$ cat src/rtl/prbs_checker_err_counter.sv
`default_nettype none
// +----------------------------------------------------------------------------+
// | prbs_err_counter: saturating accumulator with clear and enable             |
// | Rev 1.1                                                                    |
// +----------------------------------------------------------------------------+
module prbs_err_counter #(
  parameter int IN_WIDTH  = 4,
  parameter int CNT_WIDTH = 32
) (
  input  logic                 clk,
  input  logic                 rst,
  input  logic                 clear_i,
  input  logic                 en_i,
  input  logic [IN_WIDTH-1:0]  inc_i,
  output logic [CNT_WIDTH-1:0] cnt_o
);
  localparam int SUM_W = ((CNT_WIDTH > IN_WIDTH) ? CNT_WIDTH : IN_WIDTH) + 1;

  logic [CNT_WIDTH-1:0] cnt_q, cnt_d;
  logic [SUM_W-1:0]     sum;
  logic [SUM_W-1:0]     max_ext;

  always_comb begin
    sum     = SUM_W'(cnt_q) + SUM_W'(inc_i);
    max_ext = SUM_W'({CNT_WIDTH{1'b1}});
    cnt_d   = cnt_q;
    if (clear_i) begin
      cnt_d = '0;
    end else if (en_i) begin
      // Clamp rather than wrap when the add would pass all-ones.
      cnt_d = (sum > max_ext) ? {CNT_WIDTH{1'b1}} : sum[CNT_WIDTH-1:0];
    end
  end

  always_ff @(posedge clk) begin
    if (rst) cnt_q <= '0;
    else     cnt_q <= cnt_d;
  end

  assign cnt_o = cnt_q;
endmodule
`default_nettype wire

$ cat config.mk
export PLATFORM = sky130hd
export DESIGN_NAME = prbs_err_counter
export DESIGN_NICKNAME = d
export VERILOG_FILES = /design/src/rtl/prbs_checker_err_counter.sv
export SDC_FILE = /design/constraint.sdc
export NUM_CORES = 1
export LEC_CHECK = 0
export CAP_MARGIN = 20
export CELL_PAD_IN_SITES_DETAIL_PLACEMENT = 0
export CELL_PAD_IN_SITES_GLOBAL_PLACEMENT = 1
export CORE_UTILIZATION = 35
export CTS_BUF_LIST = sky130_fd_sc_hd__clkbuf_8
export DETAILED_ROUTE_END_ITERATION = 8
export GPL_ROUTABILITY_DRIVEN = 0
export GPL_TIMING_DRIVEN = 0
export PLACE_DENSITY_LB_ADDON = 0.2
export REMOVE_ABC_BUFFERS = 1
export SYNTH_ARGS = -nofsm -noshare
export SYNTH_HDL_FRONTEND = slang
export SYNTH_SLANG_ARGS = --single-unit
$ cat constraint.sdc
create_clock -name clk -period 6.27 [get_ports clk]
set_clock_uncertainty 0.1 [all_clocks]
set_input_delay 0.9405 -clock clk [delete_from_list [all_inputs] [get_ports clk]]
set_output_delay 0.9405 -clock clk [all_outputs]
set_load 0.005 [all_outputs]
==> impl_metrics.json, run 1 <==
{
  "final.min_clock_period_ps": 3781,
  "post_cts_resize_count": 0,
  "worst_skew_pair.late_latency_ps": 280,
  "layout_cell_share_with_drive_strength_beyond_1_pct": 9.756,
  "clock_sink_count": 32,
  "critical_path_cell_count": 9,
  "worst_ep_required_time_ps": 6340,
  "final_hold_vios": 0,
  "core-area_um2": 4817,
  "drt_pass1_iterations": 5,
  "grt_start_max_net_pins": 21,
  "fin_nets": 259,
  "outcome": "completed",
  "cp_max_fo": 12,
  "critPathSlowestCell": "a211oi_2",
  "clock.fmax_mhz": 264.5,
  "cts_hold_buffers": 0,
  "io_buffer_count": 39,
  "vdd_ir_drop_max_mv": 0.1031,
  "syn-mean-instance-area_um2": 8.614,
  "die_area_um2": 5410,
  "post_drt_wl_per_cell_um": 15.19,
  "cp_cell_sequence": "clkdlybuf4s50_1, ha_1, inv_1, fa_1, nand2b_1, a211oi_2, nand2_1, or4_1, o211a_1",
  "post_drt_via_cell_ratio": 5.681,
  "worst_path_largest_cell_delay_ps": 730,
  "worst_setup_path_end_kind": "flip-flop",
  "reg2reg_depth": 8,
  "grt_pass1_vias": 1583,
  "dr_total_vias": 1778,
  "grt_usage_pct": 19.01,
  "wire_length_of_the_first_global_routing_pass_um": 7741,
  "cts_buffers": 5,
  "hold_depth": 1,
  "cts_tree": "done",
  "initial_core_util_pct": 37.19,
  "final_antenna_net_count": 0,
  "hold_slack_ps": 428.9,
  "synth.cell_area_um2": 1792,
  "largest_register_ffs": 32,
  "htreeDepth": 2,
  "die_width_um": 73.55,
  "tightestPinTransition_ps": 1018,
  "place_worst_setup_slack_ps": 2197,
  "layout-area-overhead-vs-synth_pct": 28.91,
  "yosys_warnings": 0,
  "fin_ws_ps": 2489,
  "antenna_found_initial": 0,
  "final_max_slew_viol_count": 0,
  "clk_root_buffer_cell": "clkbuf_8",
  "clk_path_buf_depth": 2,
  "place.detailed.hpwl_um": 3262,
  "synth_sequential_area_ratio_pct": 35.75,
  "setup_viol_count_final": 0,
  "wl_um": 4755,
  "hold_path_class": "flip-flop to flip-flop",
  "final.period_utilization_pct": 60.30,
  "num_rows": 25,
  "max_cap_violations": 0,
  "fill_cells": 492,
  "antenna_cells_inserted": 0,
  "clkTransAtPathRegs_ps": 70,
  "setup.worst_path.start_class": "input pin",
  "worst-setup-path-type": "input pin to flip-flop",
  "grt_overflow": 0,
  "critical_path_arrival_ps": 3850,
  "critical_path_buf_inv_count": 2,
  "synthCells": 208,
  "post_cts_buffers": 0,
  "p_leak_nw": 0.8206,
  "detail_route.drc_violations": 0,
  "power_per_cell_area_nw_per_um2": 165.8,
  "height_of_the_die_um": 73.55,
  "setup_repair_after_global_routing_missed_its_margin": "false",
  "slack_of_the_worst_reg_to_reg_path_ps": 3240,
  "postSynthRegisterBits": 32,
  "setup_tns_ps": 0,
  "ys_types": 45,
  "timing.max_slew.rel_slack_pct": 31.87,
  "detail_route.iter0.violations": 112,
  "num_io_pins": 40,
  "critical-path-top-delay-family": "simple AND/OR/NAND/NOR gates"
}
## power breakdown
part	leakage, nW	switching (mW)	total, mW	internal, mW
clock	0.0452	0.0756	0.149	0.0738
combinational	0.517	0.0158	0.0279	0.0121
sequential	0.258	0.00111	0.206	0.205
## final timing paths
check | from | endpoint
setup / recovery | inc_i[0] | cnt_o[28]
hold reg to reg | cnt_o[4] | cnt_o[4]
hold / removal | cnt_o[4] | cnt_o[4]
setup reg to reg | cnt_o[0] | cnt_o[28]
## per-stage QoR
stage,std cells,utilization [%],power (mW),instance area (µm²)
finish,313,47.95,0.3830,2310
global route,313,47.95,0.4033,2310
CTS,313,47.95,0.3881,2310
detailed placement,306,46.34,0.2383,2232
global placement,306,46.23,0.2379,2227
floorplan,200,-,0.2243,1753
## Yosys cell counts
| master | n | share of area, % |
|---|---|---|
| dfxtp_1 | 32 | 36 |
| a31oi_1 | 21 | 7.3 |
| nand2_1 | 17 | 3.6 |
| nor3_1 | 12 | 3.4 |
| o21ai_0 | 12 | 3.4 |
| nor2_1 | 11 | 2.3 |
| a21oi_1 | 8 | 2.2 |
| nand3_1 | 8 | 2.2 |
| a211oi_1 | 7 | 2.9 |
| and3_1 | 7 | 2.4 |
| inv_1 | 7 | 1.5 |
| nand4_1 | 6 | 2.1 |
| and4_1 | 5 | 2.4 |
| clkbuf_1 | 5 | 1.0 |
| ha_1 | 4 | 2.8 |
| nor4_1 | 4 | 1.4 |
| o211a_1 | 4 | 2.2 |
| nand4_2 | 3 | 2.1 |
| xor2_1 | 3 | 1.5 |
| a311oi_1 | 2 | 0.98 |
| and2_2 | 2 | 0.84 |
| buf_4 | 2 | 0.84 |
| nor4_4 | 2 | 2.4 |
| or2_2 | 2 | 0.70 |
| or4_1 | 2 | 0.84 |
| a21o_1 | 1 | 0.42 |
| a21o_2 | 1 | 0.49 |
| a311oi_2 | 1 | 0.84 |
| a31o_2 | 1 | 0.49 |
| a41oi_1 | 1 | 0.49 |
| and2_1 | 1 | 0.35 |
| and3_2 | 1 | 0.42 |
| buf_2 | 1 | 0.28 |
| fa_1 | 1 | 1.1 |
| mux2i_1 | 1 | 0.56 |
| nand2b_1 | 1 | 0.35 |
| nand3_4 | 1 | 0.98 |
| nand4b_1 | 1 | 0.49 |
| nor3_2 | 1 | 0.56 |
| nor3b_1 | 1 | 0.42 |
| nor3b_2 | 1 | 0.70 |
| o21a_1 | 1 | 0.42 |
| o21bai_1 | 1 | 0.42 |
| or3b_1 | 1 | 0.49 |
| or4_4 | 1 | 0.63 |
## per-layer routing
layer / vias to the layer above / track usage [%] / part of all wire, %
li1: 884 / - / -
met1: 847 / 26.39 / 49
met2: 42 / 28.75 / 45
met3: 5 / 4.527 / 4.7
met4: 0 / 6.410 / 1.3
met5: - / 0 / 0
## cells in the final DEF (no fill, tap or decap), types with 6 or more instances in the layout
cell type        count
nand2_1             17
clkdlybuf4s50_1     39
nor2_1              11
a31oi_1             21
a21oi_1              8
o21ai_0             12
a211oi_1             6
nand3_1              8
inv_1                8
nand4_1              6
nor3_1              12
dfxtp_1             32
and3_1               7
## cell type report
class                   count  area, µm²  share of cell area [%]
well taps                  67      83.83                   3.629
clock inverters             2      8.758                  0.3792
inverters                   7      26.28                   1.138
flip-flops and latches     32      640.6                   27.74
clock buffers               5      68.82                   2.979
repair buffers             39      390.4                   16.90
multi-input cells         161       1091                   47.24
## logic make-up after synthesis
family                     after synthesis  share of synthesized area, %
xor gates and xnor gates                 3                         1.467
DFF                                     32                         35.75
buffers and inverters                   15                         3.631
adders and majority gates                5                         3.911
and+or+nand+nor                         91                         32.05
muxes                                    1                        0.5587
AOI/OAI and AO/OA                       61                         22.63
No activity file was read; power rests on OpenSTA's default activity.
==> run 2: changes to the inputs <==
- clock period: 6.27 -> 3.87 ns (I/O delays scaled with it)
==> results of run 2 <==
The final DEF is identical to that of run 1. Status: completed.
Among the figures that moved: setup slack after placement 2197 ps -> 157.4 ps; setup slack after layout 2489 ps -> 449.4 ps; register-to-register setup slack 3240 ps -> 840 ps; total power 0.3830 mW -> 0.6205 mW; worst IR drop on VDD 0.1031 mV -> 0.1670 mV
==> run 3: changes to the inputs <==
- CTS_BUF_LIST: sky130_fd_sc_hd__clkbuf_8 -> unset
- PLACE_DENSITY: unset -> 0.75
- PLACE_DENSITY_LB_ADDON: 0.2 -> unset
- SLEW_MARGIN: unset -> 0
==> impl_metrics.json, run 3 (synthesis results as in run 1) <==
{
  "outcome": "completed",
  "cts_hold_buffers": 0,
  "clock_sink_count": 32,
  "final_cell_mix": "clkdlybuf4s50_1, dfxtp_1, a31oi_1",
  "antenna_cells_inserted": 0,
  "post_cts_buffers": 0,
  "p_comb_share_pct": 6.8,
  "place.detailed.hpwl_um": 3366,
  "power_switching_mw": 0.1561,
  "hold_slack_ps": 421.4,
  "post_drt_wl_per_cell_um": 15.28,
  "layout-area-overhead-vs-synth_pct": 29.96,
  "hold_path_class": "flip-flop to flip-flop",
  "die_area_um2": 5410,
  "grt_start_max_net_pins": 21,
  "slack_of_the_worst_reg_to_reg_path_ps": 860,
  "final_core_utilization_pct": 48.34,
  "worst-setup-path-type": "input pin to flip-flop",
  "setup.worst_path.start_class": "input pin",
  "grt_usage_pct": 19.43,
  "initial_core_util_pct": 37.19,
  "worst_setup_path_end_kind": "flip-flop",
  "reg2reg_depth": 8,
  "seq_power_share_pct": 50.1,
  "cp_max_fo": 12,
  "grt_overflow": 0,
  "cts_tree": "done",
  "grt_pass1_vias": 1643,
  "vdd_ir_drop_max_mv": 0.1447,
  "clk_root_buffer_cell": "clkbuf_8",
  "height_of_the_die_um": 73.55,
  "fill_cells": 513,
  "worst_min_delay_path_startpoint": "cnt_o[4]",
  "cellInternalPower_mw": 0.5094,
  "num_io_pins": 40,
  "final_hold_vios": 0,
  "detail_route.drc_violations": 0,
  "dr_total_vias": 1768,
  "timing.hold.worst_endpoint": "cnt_o[4]",
  "final_antenna_net_count": 0,
  "final-seq-area_um2": 640.6,
  "final_max_slew_viol_count": 0,
  "timing.max_slew.rel_slack_pct": 29.73,
  "post_drt_via_cell_ratio": 5.649,
  "wire_length_of_the_first_global_routing_pass_um": 7900,
  "mostFrequentLayoutCell": "clkdlybuf4s50_1",
  "fin_cells": 313,
  "area_taken_by_multi_input_logic_gates_um2": 1091,
  "rr_startpoint": "cnt_o[0]",
  "p_leak_nw": 0.8257,
  "setup_viol_count_final": 0,
  "io_buffer_count": 39,
  "dp.cells": 306,
  "total_power_mw": 0.6655,
  "post_cts_resize_count": 0,
  "power_per_cell_area_nw_per_um2": 285.8,
  "wl_um": 4782,
  "clock_power_share_pct": 43.1,
  "critical_path_arrival_ps": 3500,
  "setup_repair_after_global_routing_missed_its_margin": "false",
  "drt_pass1_iterations": 4,
  "max_cap_violations": 0,
  "clock.fmax_mhz": 293.2,
  "layout_cell_share_with_drive_strength_beyond_1_pct": 10.16,
  "fin_nets": 259,
  "p_sw_share_pct": 23.46,
  "worst_ep_required_time_ps": 3960,
  "crit-reg2reg-capture": "cnt_o[28]",
  "placed_cell_area_um2": 2232,
  "largest_register_ffs": 32,
  "core-area_um2": 4817,
  "die_width_um": 73.55,
  "htreeDepth": 2,
  "clk_path_buf_depth": 2,
  "tightestPinTransition_ps": 1050,
  "detail_route.iter0.violations": 102,
  "final.period_utilization_pct": 88.12,
  "hold_depth": 1,
  "cts_buffers": 5,
  "final.min_clock_period_ps": 3410,
  "worst_skew_pair.late_latency_ps": 290,
  "layout.cell_area.non_filler_um2": 2328,
  "antenna_found_initial": 0,
  "clkTransAtPathRegs_ps": 70,
  "num_rows": 25
}
-- run 3: cell count changes in the layout (fill, tap and decap cells not counted), sizes merged --
cell | before | now
clkbuf | 5 | 7
clkinv | 1 | 0
inv | 8 | 7
-- run 3: worst max path at each step --
stage | from | endpoint | cells past startpoint
after floorplan | inc_i[0] | cnt_o[28] | 8
after global placement | inc_i[0] | cnt_o[28] | 9
after detailed placement | inc_i[0] | cnt_o[28] | 9
after CTS | inc_i[0] | cnt_o[28] | 9
after global routing | inc_i[0] | cnt_o[28] | 9
final | inc_i[0] | cnt_o[28] | 9
-- run 3: layout make-up --
cell class                      instances  share of cell area (%)
Multi-Input combinational cell        161                   46.86
Clock buffer                            7                   4.138
Timing Repair Buffer                   39                   16.77
Inverter                                7                   1.128
Sequential cell                        32                   27.51
Tap cell                               67                   3.600
-- run 3: power by group through the flow --
| stage | Combinational, mW | Sequential (mW) | Clock [mW] |
|---|---|---|---|
| after detailed placement | 0.0459 | 0.341 | 0 |
| after global routing | 0.0505 | 0.333 | 0.309 |
| after CTS | 0.0459 | 0.333 | 0.294 |
| after global placement | 0.0450 | 0.341 | 0 |
| after floorplan | 0.0229 | 0.341 | 0 |
| final | 0.0455 | 0.333 | 0.287 |
-- run 3: worst max-delay path, stage by stage --
cell             delay, ps
clkdlybuf4s50_1        460
ha_1                   200
inv_1                   70
fa_1                   400
nand2b_1               190
a211oi_2               730
nand2_1                200
or4_1                  540
o211a_1                140
-- run 3: through the flow --
step	worst slack, ps	TNS (ps)
after floorplan	848.5	0
after global placement	-415.5	-820.6
after detailed placement	145.7	0
after CTS	452.3	0
after global routing	297.1	0
final	459.9	0
-- run 3: layer usage --
layer,global-route usage [%],part of all wire [%],up-vias
li1,-,-,881
met1,26.26,49,838
met2,29.66,45,41
met3,5.487,4.1,8
met4,6.410,1.6,0
met5,0,0,-
